[config.mk]
export PLATFORM = sky130hd
export DESIGN_NAME = pattern_encoder
export DESIGN_NICKNAME = d
export VERILOG_FILES = /design/src/rtl/pattern_encoder.sv
export SDC_FILE = /design/constraint.sdc
export NUM_CORES = 2
export LEC_CHECK = 0
export BUFFER_PORTS_ARGS = -buffer_cell sky130_fd_sc_hd__clkbuf_2
export CORE_AREA = 2 2 411 413
export DETAILED_ROUTE_END_ITERATION = 10
export DIE_AREA = 0 0 413 415
export GPL_TIMING_DRIVEN = 0
export PLACE_DENSITY_LB_ADDON = 0.12
export SYNTH_ARGS = -nofsm -noshare
export SYNTH_HDL_FRONTEND = slang
export SYNTH_SLANG_ARGS = --single-unit
[constraint.sdc]
create_clock -name clk -period 8.6 [get_ports clk]
set_input_delay 0.86 -clock clk [delete_from_list [all_inputs] [get_ports clk]]
set_output_delay 0.86 -clock clk [all_outputs]
set_load 0.005 [all_outputs]
[src/rtl/pattern_encoder.sv]
// Serial pattern-match link transmitter: holds an N-bit code word, shifts it out MSB-first
// on prgm/enable to program the decoder, then replays it on sig for a chosen number of frames.
module pattern_encoder #(
    parameter int N = 1024
) (
    input  logic         clk,
    input  logic         clr,
    input  logic         load,
    input  logic [N-1:0] code_in,
    input  logic         prog_start,
    input  logic         send_start,
    input  logic [7:0]   reps,
    input  logic         abort,
    output logic         prgm,
    output logic         enable,
    output logic         sig,
    output logic         busy,
    output logic         done,
    output logic         programmed,
    output logic         err
);
    localparam int CW = (N > 1) ? $clog2(N) : 1;
    localparam logic [CW-1:0] LAST = CW'(N - 1);

    typedef enum logic [1:0] {
        IDLE = 2'd0,
        PROG = 2'd1,
        SEND = 2'd2
    } state_t;

    state_t        state_reg, state_next;
    logic [N-1:0]  code_reg, code_next, code_eff;
    logic [CW-1:0] bit_reg, bit_next, bit_inc, bit_sel;
    logic [7:0]    rep_reg, rep_next;
    logic          prgm_reg, prgm_next;
    logic          enable_reg, enable_next;
    logic          sig_reg, sig_next;
    logic          done_reg, done_next;
    logic          err_reg, err_next;
    logic          programmed_reg, programmed_next, programmed_eff;

    // bit_reg is the index of the bit currently on the wire; bit_sel picks the next one
    assign bit_inc = bit_reg + CW'(1);
    assign bit_sel = LAST - bit_inc;

    always_ff @(posedge clk) begin
        if (!clr) begin
            state_reg      <= IDLE;
            code_reg       <= '0;
            bit_reg        <= '0;
            rep_reg        <= '0;
            prgm_reg       <= 1'b0;
            enable_reg     <= 1'b0;
            sig_reg        <= 1'b0;
            done_reg       <= 1'b0;
            err_reg        <= 1'b0;
            programmed_reg <= 1'b0;
        end else begin
            state_reg      <= state_next;
            code_reg       <= code_next;
            bit_reg        <= bit_next;
            rep_reg        <= rep_next;
            prgm_reg       <= prgm_next;
            enable_reg     <= enable_next;
            sig_reg        <= sig_next;
            done_reg       <= done_next;
            err_reg        <= err_next;
            programmed_reg <= programmed_next;
        end
    end

    always_comb begin
        state_next      = state_reg;
        code_next       = code_reg;
        bit_next        = bit_reg;
        rep_next        = rep_reg;
        prgm_next       = 1'b0;
        enable_next     = 1'b0;
        sig_next        = 1'b0;
        done_next       = 1'b0;
        err_next        = 1'b0;
        programmed_next = programmed_reg;
        code_eff        = code_reg;
        programmed_eff  = programmed_reg;

        case (state_reg)
            IDLE: begin
                // A same-cycle load is visible to a start sampled in that cycle
                if (load) begin
                    code_next       = code_in;
                    code_eff        = code_in;
                    programmed_next = 1'b0;
                    programmed_eff  = 1'b0;
                end
                if (prog_start) begin
                    state_next      = PROG;
                    bit_next        = '0;
                    prgm_next       = code_eff[N-1];
                    enable_next     = 1'b1;
                    programmed_next = 1'b0;
                end else if (send_start) begin
                    if (programmed_eff) begin
                        state_next = SEND;
                        bit_next   = '0;
                        rep_next   = (reps == 8'd0) ? 8'd1 : reps;
                        sig_next   = code_eff[N-1];
                    end else begin
                        err_next = 1'b1;
                    end
                end
            end

            PROG: begin
                if (abort) begin
                    state_next = IDLE;
                    bit_next   = '0;
                end else if (bit_reg == LAST) begin
                    state_next      = IDLE;
                    bit_next        = '0;
                    done_next       = 1'b1;
                    programmed_next = 1'b1;
                end else begin
                    bit_next    = bit_inc;
                    prgm_next   = code_reg[bit_sel];
                    enable_next = 1'b1;
                end
            end

            SEND: begin
                if (abort) begin
                    state_next = IDLE;
                    bit_next   = '0;
                    rep_next   = '0;
                end else if (bit_reg == LAST) begin
                    if (rep_reg <= 8'd1) begin
                        state_next = IDLE;
                        bit_next   = '0;
                        rep_next   = '0;
                        done_next  = 1'b1;
                    end else begin
                        // Frames run back-to-back: wrap straight to the MSB
                        rep_next = rep_reg - 8'd1;
                        bit_next = '0;
                        sig_next = code_reg[N-1];
                    end
                end else begin
                    bit_next = bit_inc;
                    sig_next = code_reg[bit_sel];
                end
            end

            default: begin
                state_next = IDLE;
                bit_next   = '0;
                rep_next   = '0;
            end
        endcase
    end

    assign prgm       = prgm_reg;
    assign enable     = enable_reg;
    assign sig        = sig_reg;
    assign busy       = (state_reg != IDLE);
    assign done       = done_reg;
    assign programmed = programmed_reg;
    assign err        = err_reg;

endmodule

==> summary.txt <==
Floorplanning
  • Starting Density: between 20% and 30%
  • Die area: 171000 µm²
  • # rows: 150
  • Core ar.: 167000 µm²
  • Die Ht: ~420 µm
  • Ports: 1045
  • Die Wd: 413 µm

Cells and area
  • Fillers: approximately 18000
  • Synth-to-layout area growth: 26.1%
  • Largest register FFs: a little over 1000
  • Nets@finish: 7574
  • Final std cells w/o fill: 8860
  • Share of layout cells above drive strength 1: 24.0%
  • Final core utilization: between 30 and 40%

Clock tree
  • Worst-path clk slew: 0.06 ns
  • CTS max path bufs: 3
  • Cts-stage hold buffer count: 0
  • Clk sink count: 1050
  • Root buf cell: clkbuf_16
  • TritonCTS clock tree: built
  • Setup Buffers After CTS: 0
  • H-tree depth: 4
  • Clock Latency Late Sink: 0.76 ns
  • Post-cts repair resize count: 0
  • Num CTS Buffers: 130

STA
  • Max-slew headroom: 0.753%
  • Max-slew violation count: 0
  • F_max: between 0.15 and 0.2 GHz
  • Tcrit/Tclk final: 63.9%
  • Final hold vios: 0
  • Final hold slack: 0.327 ns
  • Clk_skew: 0.0166 ns
  • Worst-margin pin slew: 1.49 ns
  • Setup TNS: 0 ns
  • RSZ-0062 raised after global routing: no
  • Final setup violation count: 0
  • Minimum clock period: 5.50 ns

Detailed routing
  • Final ANT Viol Nets: 0
  • Vias: 43800
  • # DRC: 0
  • DR iter-0 viols: approximately 2900
  • Via density per instance: 4.95
  • WL final: about 240 mm
  • DR WL/cell: between 20 and 30 µm
  • Initial DRT Pass Iterations: 5

Logic synthesis
  • Ys Warns: 0
  • Post-synthesis sequential area ratio: 44.0%
  • Yosys cell types: 76
  • Count leader, synth: nand2_1
  • Top post-synthesis cells by count: nand2_1, dfxtp_1, a21boi_0, clkbuf_1, mux4_2
  • Async S/R FF share, synth: 0%
  • Synth top area cells: dfxtp_1, nand2_1, a21boi_0
  • Ys flop type: dfxtp_1
  • Syn_nets: ~6400
  • Number of synthesized flops with an enable pin: 0
  • Post-Syn Instances: approximately 5400
  • Cell accounting for the most synthesized area: dfxtp_1
  • Average cell area after synthesis: just under 9 µm²
  • Mapped Area: 47700 µm²
  • FF+latch count, synth: 1050
  • Share of the synthesized area in the top cell type: 44.0%

Worst hold path
  • Hold Path Class: input pin to flip-flop
  • Hold depth: 3

Power
  • Total Power: about 0.014 W
  • Sw Share: ~30%
  • Peak supply drop: roughly 0.19 mV
  • Comb power frac: between 10% and 20%
  • Static Leak: 23.6 nW
  • Cell Int Power: 0.00964 W
  • Pwr dens: 230 nW/µm²
  • Clock power frac: between 40% and 50%
  • Net switching power: 0.00423 W
  • Sequential Power Share: slightly above 40%

Global routing
  • Initial antenna violation count: 83
  • All-Layer GR Usage: about 28%
  • Vias in the first global route: 44000
  • Total gr overflow: 0
  • Largest net degree at the start of global routing: 17
  • Global-route wire length before repair: 332 mm

Placement
  • # port buffers: 1043
  • Hpwl dp: 190 mm
  • Placed cell count: approximately 8600
  • RePlAce Congestion: 0.873

Critical path
  • Crit Path Max Fanout: 10
  • Critical Path Sink Type: flip-flop
  • Nature of the critical path startpoint: flip-flop
  • WS Path Type: flip-flop to flip-flop
  • Required time of the critical path: 9.17 ns
  • R2R cell count: 12
  • Critical Path AT: 6.07 ns

Status
  • Outcome: finished clean

Job
  • Max-Cap Viols: 0
## area by class of cell
type / count / area, µm² / area share [%]
clock inverter: 34 / 444 / 0.738
multi-input combinational: 3850 / 24700 / 41.1
sequential: 1050 / 21000 / 34.9
inverter: 9 / 33.8 / 0.0562
clock buffer: 192 / 3840 / 6.39
antenna: 32 / 80.1 / 0.133
buffer: 443 / 2010 / 3.34
tap: 2204 / 2760 / 4.58
timing repair buffer: 1046 / 5270 / 8.75
## power groups by stage
stage / Clock (W) / Sequential (W) / Combinational, W
after floorplan: 0 / 0.00562 / 0.00154
after global placement: 0 / 0.00570 / 0.00264
after detailed placement: 0 / 0.00571 / 0.00267
after CTS: 0.00572 / 0.00561 / 0.00267
after global routing: 0.00591 / 0.00566 / 0.00289
final: 0.00562 / 0.00561 / 0.00264
## per-stage QoR
step / cell area [µm²] / worst slack (ns)
detailed placement: 55800 / 3.11
floorplan: 47700 / 5.78
global placement: 55700 / 2.47
global route: 60100 / 3.07
finish: 60200 / 3.10
CTS: 60100 / 3.07
## critical path, cell delays in order, from the launching register on
cell	delay (ns)
dfxtp_1	0.42
ha_1	0.38
buf_4	0.28
buf_2	0.48
clkbuf_1	1.01
buf_2	0.59
mux4_2	0.37
mux2i_1	0.25
nand2_1	0.10
nand3_1	0.14
a21oi_1	0.24
o31ai_1	0.74
a31oi_1	0.27
## routing by layer
layer	vias to the layer above	wire [µm]	GRT usage (%)
li1	20600	-	-
met1	21500	103000	34.1
met2	1294	120000	48.2
met3	352	13500	5.46
met4	60	7330	8.28
met5	-	402	0
## logic make-up (layout without fill, tap and decap cells)
family          Yosys count  count (layout)  synth area share [%]
simple gates           2320            2320                  18.8
flops                  1050            1050                  44.0
fa+ha+maj                 6               6                 0.157
buf+inv                 452            1724                  4.26
compound gates         1183            1183                  18.6
mux                     326             326                  13.8
xor+xnor                 15              15                 0.362
other cells               0              32                     0
## path summary, 6_finish.rpt
path         slack, ns           from             to
min               0.33    code_in[57]   code_reg[57]
max reg2reg       3.10     bit_reg[1]           prgm
min reg2reg       0.46  code_reg[510]  code_reg[510]
max               3.10     bit_reg[1]           prgm
## cell usage in the layout, fill, tap and decap left out, types with 33 or more instances in the layout
| cell | n |
|---|---|
| nand2_1 | 2174 |
| clkbuf_2 | 1050 |
| dfxtp_1 | 1050 |
| a21boi_0 | 1026 |
| clkbuf_1 | 365 |
| mux4_2 | 221 |
| clkbuf_16 | 134 |
| mux2i_1 | 55 |
| buf_2 | 40 |
| nand3_1 | 39 |
| mux4_1 | 33 |
(Power assumes the default switching activity.)
